[src/rtl/inst_fetch_port.sv]
// Instruction-side SRAM-like bus port: in-order in-flight fetch queue with
// per-entry PC/exception tagging, flush-by-discard, and registered responses.
module inst_fetch_port #(
  parameter int ADDR_W    = 32,
  parameter int DATA_W    = 32,
  parameter int MAX_OUTST = 4
) (
  input  logic              clk,
  input  logic              rst,
  input  logic              fetch_valid,
  output logic              fetch_ready,
  input  logic [ADDR_W-1:0] fetch_pc,
  input  logic              tlb_found,
  input  logic              tlb_v,
  input  logic              flush,
  output logic              resp_valid,
  output logic [ADDR_W-1:0] resp_pc,
  output logic [DATA_W-1:0] resp_instr,
  output logic [2:0]        resp_exc,
  output logic              busy,
  output logic              proto_err,
  output logic              inst_req,
  output logic              inst_wr,
  output logic [1:0]        inst_size,
  output logic [ADDR_W-1:0] inst_addr,
  output logic [DATA_W-1:0] inst_wdata,
  input  logic [DATA_W-1:0] inst_rdata,
  input  logic              inst_addr_ok,
  input  logic              inst_data_ok
);

  localparam int PTR_W = (MAX_OUTST > 1) ? $clog2(MAX_OUTST) : 1;
  localparam int CNT_W = PTR_W + 1;

  logic [ADDR_W-1:0]    q_pc  [MAX_OUTST];
  logic [2:0]           q_exc [MAX_OUTST];
  logic [MAX_OUTST-1:0] q_bus;
  logic [MAX_OUTST-1:0] q_discard;
  logic [PTR_W-1:0]     rd_ptr;
  logic [PTR_W-1:0]     wr_ptr;
  logic [CNT_W-1:0]     count;
  logic                 exc_in_q;

  logic [2:0] fetch_exc;
  logic       q_empty;
  logic       q_full;
  logic       bus_push;
  logic       exc_push;
  logic       push;
  logic       head_bus;
  logic       bus_pop;
  logic       exc_pop;
  logic       pop;
  logic       pop_discard;

  // Exception classification: misalignment outranks any TLB result.
  always_comb begin
    fetch_exc = 3'b000;
    if (fetch_pc[1:0] != 2'b00) begin
      fetch_exc = 3'b100;
    end else if (!tlb_found) begin
      fetch_exc = 3'b010;
    end else if (!tlb_v) begin
      fetch_exc = 3'b001;
    end
  end

  always_comb begin
    q_empty  = (count == '0);
    q_full   = (count == CNT_W'(MAX_OUTST));
    head_bus = q_bus[rd_ptr];

    inst_req = fetch_valid & (fetch_exc == 3'b000) & !q_full & !flush & !exc_in_q;
    bus_push = inst_req & inst_addr_ok;
    // Exception fetches only enter an empty queue so they can never overtake a bus fetch.
    exc_push = fetch_valid & (fetch_exc != 3'b000) & q_empty & !flush;
    push     = bus_push | exc_push;

    bus_pop  = inst_data_ok & !q_empty & head_bus;
    exc_pop  = !q_empty & !head_bus;
    pop      = bus_pop | exc_pop;

    // An entry popping in the flush cycle is discarded as well.
    pop_discard = q_discard[rd_ptr] | flush;

    fetch_ready = push;
    busy        = !q_empty;
  end

  assign inst_wr    = 1'b0;
  assign inst_size  = 2'b10;
  assign inst_addr  = fetch_pc;
  assign inst_wdata = '0;

  always_ff @(posedge clk or posedge rst) begin
    if (rst) begin
      rd_ptr    <= '0;
      wr_ptr    <= '0;
      count     <= '0;
      exc_in_q  <= 1'b0;
      q_bus     <= '0;
      q_discard <= '0;
      for (int i = 0; i < MAX_OUTST; i++) begin
        q_pc[i]  <= '0;
        q_exc[i] <= 3'b000;
      end
    end else begin
      if (flush) begin
        q_discard <= '1;
      end
      if (push) begin
        q_pc[wr_ptr]      <= fetch_pc;
        q_exc[wr_ptr]     <= fetch_exc;
        q_bus[wr_ptr]     <= bus_push;
        q_discard[wr_ptr] <= 1'b0;
        wr_ptr            <= wr_ptr + PTR_W'(1);
      end
      if (pop) begin
        rd_ptr <= rd_ptr + PTR_W'(1);
      end
      count <= count + CNT_W'(push) - CNT_W'(pop);
      if (exc_push) begin
        exc_in_q <= 1'b1;
      end else if (exc_pop) begin
        exc_in_q <= 1'b0;
      end
    end
  end

  always_ff @(posedge clk or posedge rst) begin
    if (rst) begin
      resp_valid <= 1'b0;
      resp_pc    <= '0;
      resp_instr <= '0;
      resp_exc   <= 3'b000;
      proto_err  <= 1'b0;
    end else begin
      resp_valid <= pop & !pop_discard;
      if (pop && !pop_discard) begin
        resp_pc    <= q_pc[rd_ptr];
        resp_instr <= head_bus ? inst_rdata : '0;
        resp_exc   <= q_exc[rd_ptr];
      end
      // A data beat that does not match a bus entry at the head is a bridge fault.
      if (inst_data_ok && !bus_pop) begin
        proto_err <= 1'b1;
      end
    end
  end

endmodule

[config.mk]
export PLATFORM = sky130hd
export DESIGN_NAME = inst_fetch_port
export DESIGN_NICKNAME = d
export VERILOG_FILES = /design/src/rtl/inst_fetch_port.sv
export SDC_FILE = /design/constraint.sdc
export NUM_CORES = 1
export LEC_CHECK = 0
export CAP_MARGIN = 20
export CORE_ASPECT_RATIO = 1.75
export CORE_MARGIN = 1.5
export CORE_UTILIZATION = 40
export CTS_BUF_LIST = sky130_fd_sc_hd__clkbuf_4 sky130_fd_sc_hd__clkbuf_8
export CTS_CLUSTER_SIZE = 20
export DETAILED_ROUTE_END_ITERATION = 7
export GPL_TIMING_DRIVEN = 1
export HOLD_SLACK_MARGIN = 0.15
export PLACE_DENSITY = 0.72
export SLEW_MARGIN = 30
export SYNTH_ARGS = -nofsm -noshare
export SYNTH_HDL_FRONTEND = slang
export SYNTH_SLANG_ARGS = --single-unit
[constraint.sdc]
create_clock -name clk -period 15.7 [get_ports clk]
set_input_delay 2.355 -clock clk [delete_from_list [all_inputs] [get_ports clk]]
set_output_delay 2.355 -clock clk [all_outputs]
set_load 0.1 [all_outputs]
==> results of run 1 <==
[state kept, by name, summed over array words and instances (netlist names)]
signal,cells
count,3
exc_in_q,1
proto_err,1
q_bus,4
q_discard,4
q_exc,12
q_pc,128
rd_ptr,2
resp_exc,3
resp_instr,32
resp_pc,32
resp_valid,1
wr_ptr,2
[layer usage]
layer	global-route usage	up-vias	wire [um]
li1	-	2624	-
met1	0.1914	3039	8412
met2	0.2890	175	11310
met3	0.03087	44	875
met4	0.06437	0	599
met5	0	-	0
[final cells by class]
type                    instances  area (sq um)  area share
inverters                      42         165.2     0.01302
clock buffers                  59         755.7     0.05957
repair buffers                183          1795      0.1415
well taps                     316         395.4     0.03116
multi-input cells             360          3909      0.3081
clock inverters                 5         31.28    0.002465
flip-flops and latches        225          5635      0.4442
[power breakdown]
group | switching [uW] | leakage, uW | internal [uW]
clock | 233 | 0.000417 | 305
sequential | 166 | 0.00295 | 829
combinational | 844 | 0.00272 | 473
total | 1240 | 0.00609 | 1610
[cell usage after synthesis (all sizes together)]
library cell	n
dfrtp	225
mux2	178
buf	90
inv	42
mux4	36
nand2	35
mux2i	32
clkbuf	9
o21ai	7
ha	6
a22o	4
nor2	4
o21a	4
xnor2	4
conb	2
or2	2
a2111oi	1
a211oi	1
a21o	1
a221oi	1
and4b	1
fa	1
nand2b	1
nand4bb	1
nor2b	1
nor3	1
nor3b	1
or3b	1
xor2	1
[cells by family (layout without fill, tap and decap cells)]
kind of cell,count (synthesis),in the layout,share of synthesized area
AOI/OAI and AO/OA,19,19,0.01959
xor gates and xnor gates,5,5,0.004259
adders and majority gates,7,7,0.009248
buffers and inverters,141,289,0.08506
DFF,225,225,0.5476
muxes,246,246,0.3119
other,2,35,0.0007304
and+or+nand+nor,48,48,0.02166
[stage by stage]
stage	std cells	power (uW)	instance area, sq um	setup WS, ns
floorplan	726	2038	10410	7.182
global placement	1126	2314	11920	7.727
detailed placement	1126	2338	11900	7.680
CTS	1190	2891	12690	7.675
global route	1190	2988	12690	7.575
finish	1190	2849	12690	7.707
[worst paths after layout]
path	startpoint	to	slack, ns	cells past startpoint
max in group asynchronous	rst	rd_ptr[0]	12.00	3
worst min-delay path	proto_err	proto_err	0.46	1
worst max-delay path	flush	fetch_ready	7.71	5
min in group asynchronous	rst	resp_instr[3]	2.31	2
worst max register to register	rd_ptr[0]	resp_pc[23]	12.26	5
worst min register to register	proto_err	proto_err	0.46	1
==> summary.txt, run 1 <==
Worst setup path
  – CP Cell Sequence: clkdlybuf4s50_1, or3b_4, a2111oi_4, or2_2, clkdlybuf4s50_1
  – CP max FO: 10
  – Crit start category: input port
  – Setup CP Type: in -> out
  – Buffers and inverters on the worst path: 2
  – Crit end category: output pin
  – Crit path required time: around 13 ns
  – Critical Path Slowest Stage Cell: clkdlybuf4s50_1
  – Cell family with the largest share of critical-path delay: buffers and inverters
  – CP peak stage delay: roughly 1.1 ns
  – CP arrival: roughly 5.6 ns
  – Worst path most repeated cell: clkdlybuf4s50_1

Power and ir drop
  – Lkg Pwr: slightly above 0.006 uW
  – Peak supply drop: around 0.14 mV
  – Pwr/cell area: approximately 220 nW/um^2

CTS
  – Clk sinks: 225
  – Number of setup buffers added after CTS: 0
  – Inserted Clock Buffers: 37
  – Longest Clk Path Bufs: 3
  – Resize count post-CTS: 0
  – H-tree Lvls: 2
  – CTS root buf: clkbuf_8
  – Clock Latency Late Sink: roughly 0.54 ns
  – Hold-fix buffers, CTS: 0
  – Worst-path clk slew: ~0.070 ns
  – TritonCTS clock tree: built

Route
  – Vias/cell: around 4.9
  – Wire length per cell: approximately 18 um
  – Routed WL: about 21000 um
  – Vias: around 5900
  – ANT nets after route: 0
  – DR iter-0 viols: 228
  – Drt first pass iters: 4
  – DRC: 0

Timing
  – Hold_ws: 0.4627 ns
  – Slew @ Worst Pin: between 1 and 1.5 ns
  – Post-Route Setup TNS: 0 ns
  – Period utilisation layout: 0.5091
  – RSZ-0062 raised after global routing: false
  – Final Max Slew Viols: 0
  – Max_slew headroom: 0.3184
  – Max Fclk: roughly 0.13 GHz
  – Tmin final: approximately 8 ns
  – Fin. Hold Viols: 0
  – Setup Skew: approximately 0.035 ns
  – Final setup fails: 0

Floorplanning
  – Core Area: approximately 25000 sq um
  – Initial core utilization: 0.4074
  – Rows: 77
  – Die Height: about 220 um
  – DIE WIDTH: between 100 and 150 um
  – Die area: 26710 sq um
  – I/O pins: between 200 and 250

Synthesis
  – Top cell type by total area after synthesis: dfrtp_1
  – Count of cell types in the netlist: 35
  – Netlist Area Pre-Place: 10280 sq um
  – Syn avg cell area: 14.84 sq um
  – Sequential-to-total area share from yosys stat: 0.5476
  – Top cells by area, synth: dfrtp_1, mux2_2, mux4_2, buf_4, mux2i_1
  – Post-Syn Instances: 693
  – FF+latch count, synth: between 200 and 250
  – Post-synth top area share: 0.5476
  – Ys Warns: 0

Final layout
  – Commonest non-fill, non-tap cell in the layout: dfrtp_1
  – Fin util: 0.5026
  – P&R area growth vs syn: 23.39%
  – Antenna Cells: 0
  – Share of cells above drive strength 1: 0.3513
  – Commonest non-fill, non-tap cells in the layout: dfrtp_1, clkdlybuf4s50_1, mux2_2
  – Nets: ~930
  – Fill cells: about 2200

GRT
  – Initial antenna violation count: 0
  – First-pass GRT wire length: between 30000 and 40000 um
  – Largest net degree at the start of global routing: 90
  – All-Layer GR Usage: 0.1621
  – Vias in the first global route: 6306
  – Total global routing overflow: 0

Flow run
  – # Max-Cap Violations: 0

Min path
  – Min-Delay Path Class: reg -> reg

Placed design
  – Number of port buffers: around 180
  – Post-DP HPWL: roughly 13000 um
  – Placer congestion estimate: 0.7164

Run status
  – Status: finished clean
Note: power is estimated with default switching activity, not from simulation.
==> run 2, diff against run 1 <==
--- a/config.mk
+++ b/config.mk
@@ -14,7 +14,7 @@
 export DETAILED_ROUTE_END_ITERATION = 7
 export GPL_TIMING_DRIVEN = 1
 export HOLD_SLACK_MARGIN = 0.15
-export PLACE_DENSITY = 0.72
+export PLACE_DENSITY = 0.74
 export SLEW_MARGIN = 30
 export SYNTH_ARGS = -nofsm -noshare
 export SYNTH_HDL_FRONTEND = slang
==> constraint.sdc (replaced) <==
create_clock -name clk -period 7.1 [get_ports clk]
set_input_delay 1.065 -clock clk [delete_from_list [all_inputs] [get_ports clk]]
set_output_delay 1.065 -clock clk [all_outputs]
set_load 0.1 [all_outputs]
==> run 2 against run 1 <==
Largest power group unchanged. Utilization shrank 0.20 points. Clock power increased by 110%. Combinational power increased by 120%. Register-to-register slack worse by 8.5 ns. Count of clock-buffer cells in the layout decreased by 6. Non-clock buffer count rose by 1. Setup slack got worse by 6.0 ns. Via count is 0.85% lower. Die area did not move. Largest cell class unchanged.
==> summary.txt, run 2 (synthesized netlist as in run 1, its figures left out) <==
GRT
  – Global routing usage on met3: 0.03186
  – Total global routing overflow: 0
  – Gr busiest metal: met2
  – Initial antenna violation count: 1
  – Largest net degree at the start of global routing: between 100 and 150
  – Met2 GRT Util: 0.3031
  – All-Layer GR Usage: 0.1625
  – First-pass GRT wire length: around 34000 um
  – Met1 usage: 0.1795
  – Vias in the first global route: around 6300

Timing
  – Final Max Slew Viols: 0
  – Setup Skew: about 0.01 ns
  – Max Fclk: 0.1845 GHz
  – RSZ-0062 raised after global routing: false
  – Max_slew headroom: 0.3113
  – Slew @ Worst Pin: between 1 and 1.5 ns
  – Post-Route Setup TNS: 0 ns
  – Final setup fails: 0
  – Tmin final: around 5.4 ns
  – Period utilisation layout: 0.7634
  – Fin. Hold Viols: 0

CTS
  – Resize count post-CTS: 0
  – Clock Latency Late Sink: ~0.52 ns
  – CTS root buf: clkbuf_8
  – TritonCTS clock tree: built
  – Longest Clk Path Bufs: 3
  – Inserted Clock Buffers: 36
  – Clk sinks: about 230
  – Number of setup buffers added after CTS: 0
  – Hold-fix buffers, CTS: 0
  – Worst-path clk slew: ~0.07 ns
  – H-tree Lvls: 2

Worst setup path
  – Worst path most repeated cell: clkdlybuf4s50_1
  – Setup CP Type: in -> out
  – Cell family with the largest share of critical-path delay: buffers and inverters
  – Crit path required time: 6.03 ns
  – CP arrival: approximately 4.4 ns
  – CP Cell Sequence: clkdlybuf4s50_1, or3b_4, a2111oi_4, or2_2, clkdlybuf4s50_1
  – Crit end category: output pin
  – Crit start category: input port
  – Critical path depth in cells: 5
  – CP max FO: 10
  – Critical Path Slowest Stage Cell: clkdlybuf4s50_1
  – CP peak stage delay: about 1.1 ns
  – Buffers and inverters on the worst path: 2
  – Worst reg2reg path depth: 5

Placed design
  – Post-Place Cells: 1127
  – Placer congestion estimate: around 0.76
  – Post-DP HPWL: roughly 14000 um
  – Number of port buffers: approximately 180

Route
  – Routed WL: 21320 um
  – DR iter-0 viols: 186
  – DRC: 0
  – Wire length per cell: roughly 18 um
  – ANT nets after route: 0
  – Drt first pass iters: 4
  – Vias: about 5800
  – Vias/cell: between 4 and 5

Final layout
  – Commonest non-fill, non-tap cell in the layout: dfrtp_1
  – Nets: 928
  – Fill cells: around 2200
  – Max reg flops: roughly 130
  – Largest regs: q_pc x128, resp_instr x32, resp_pc x32
  – P&R area growth vs syn: 22.90%
  – Final Non-Filler Cells: roughly 1200
  – Commonest non-fill, non-tap cells in the layout: dfrtp_1, clkdlybuf4s50_1, mux2_2
  – Most flops, register: q_pc
  – Share of cells above drive strength 1: 0.3464

Power and ir drop
  – Pwr/cell area: 494.0 nW/um^2
  – Peak supply drop: approximately 0.28 mV
  – Lkg Pwr: roughly 0.0061 uW

Floorplanning
  – Initial core utilization: 0.4074
  – DIE WIDTH: ~120 um
  – Rows: slightly below 80
  – Core Area: between 20000 and 30000 sq um
  – Die area: approximately 27000 sq um
  – I/O pins: 211
  – Die Height: roughly 220 um

Min path
  – Min-Delay Path Class: reg -> reg
  – Hold Path Stages: 1

Run status
  – Status: finished clean

Flow run
  – # Max-Cap Violations: 0
-- run 2: cell type report --
type / count / area (sq um) / share of cell area
antenna: 1 / 2.502 / 0.0001980
multi-input combinational: 360 / 3909 / 0.3093
clock inverter: 5 / 50.05 / 0.003960
sequential: 225 / 5635 / 0.4459
tap: 316 / 395.4 / 0.03129
timing repair buffer: 184 / 1817 / 0.1438
inverter: 42 / 161.4 / 0.01277
clock buffer: 53 / 666.9 / 0.05277
-- run 2: where the power goes --
group,total (uW),switching [uW],internal (uW)
clock,1120,487,633
sequential,2210,374,1830
combinational,2920,1860,1050
-- run 2: metrics by stage --
stage / setup WS [ns] / util / area, sq um / power [uW] / hold WS (ns)
after floorplan: 2.300 / - / 10410 / 4506 / 0.4458
after global placement: 1.751 / 0.4727 / 11930 / 5117 / 0.4393
after detailed placement: 1.702 / 0.4721 / 11920 / 5177 / 0.4576
after CTS: 1.674 / 0.5005 / 12630 / 6326 / 0.4723
after global routing: 1.613 / 0.5006 / 12640 / 6556 / 0.4989
final: 1.680 / 0.5006 / 12640 / 6243 / 0.4761
-- run 2: worst paths after layout --
kind                                 from  slack, ns          end
worst max register to register  rd_ptr[0]       3.80  resp_exc[2]
worst max-delay path                flush       1.68  fetch_ready
max in group asynchronous             rst       4.46     q_pc[85]
worst min-delay path            proto_err       0.48    proto_err
worst min register to register  proto_err       0.48    proto_err
min in group asynchronous             rst       1.00    q_pc[100]
-- run 2: per-layer routing --
layer,vias up,share of wire
met5,-,0
met3,31,0.043
met2,162,0.56
met4,0,0.024
li1,2623,-
met1,3016,0.38
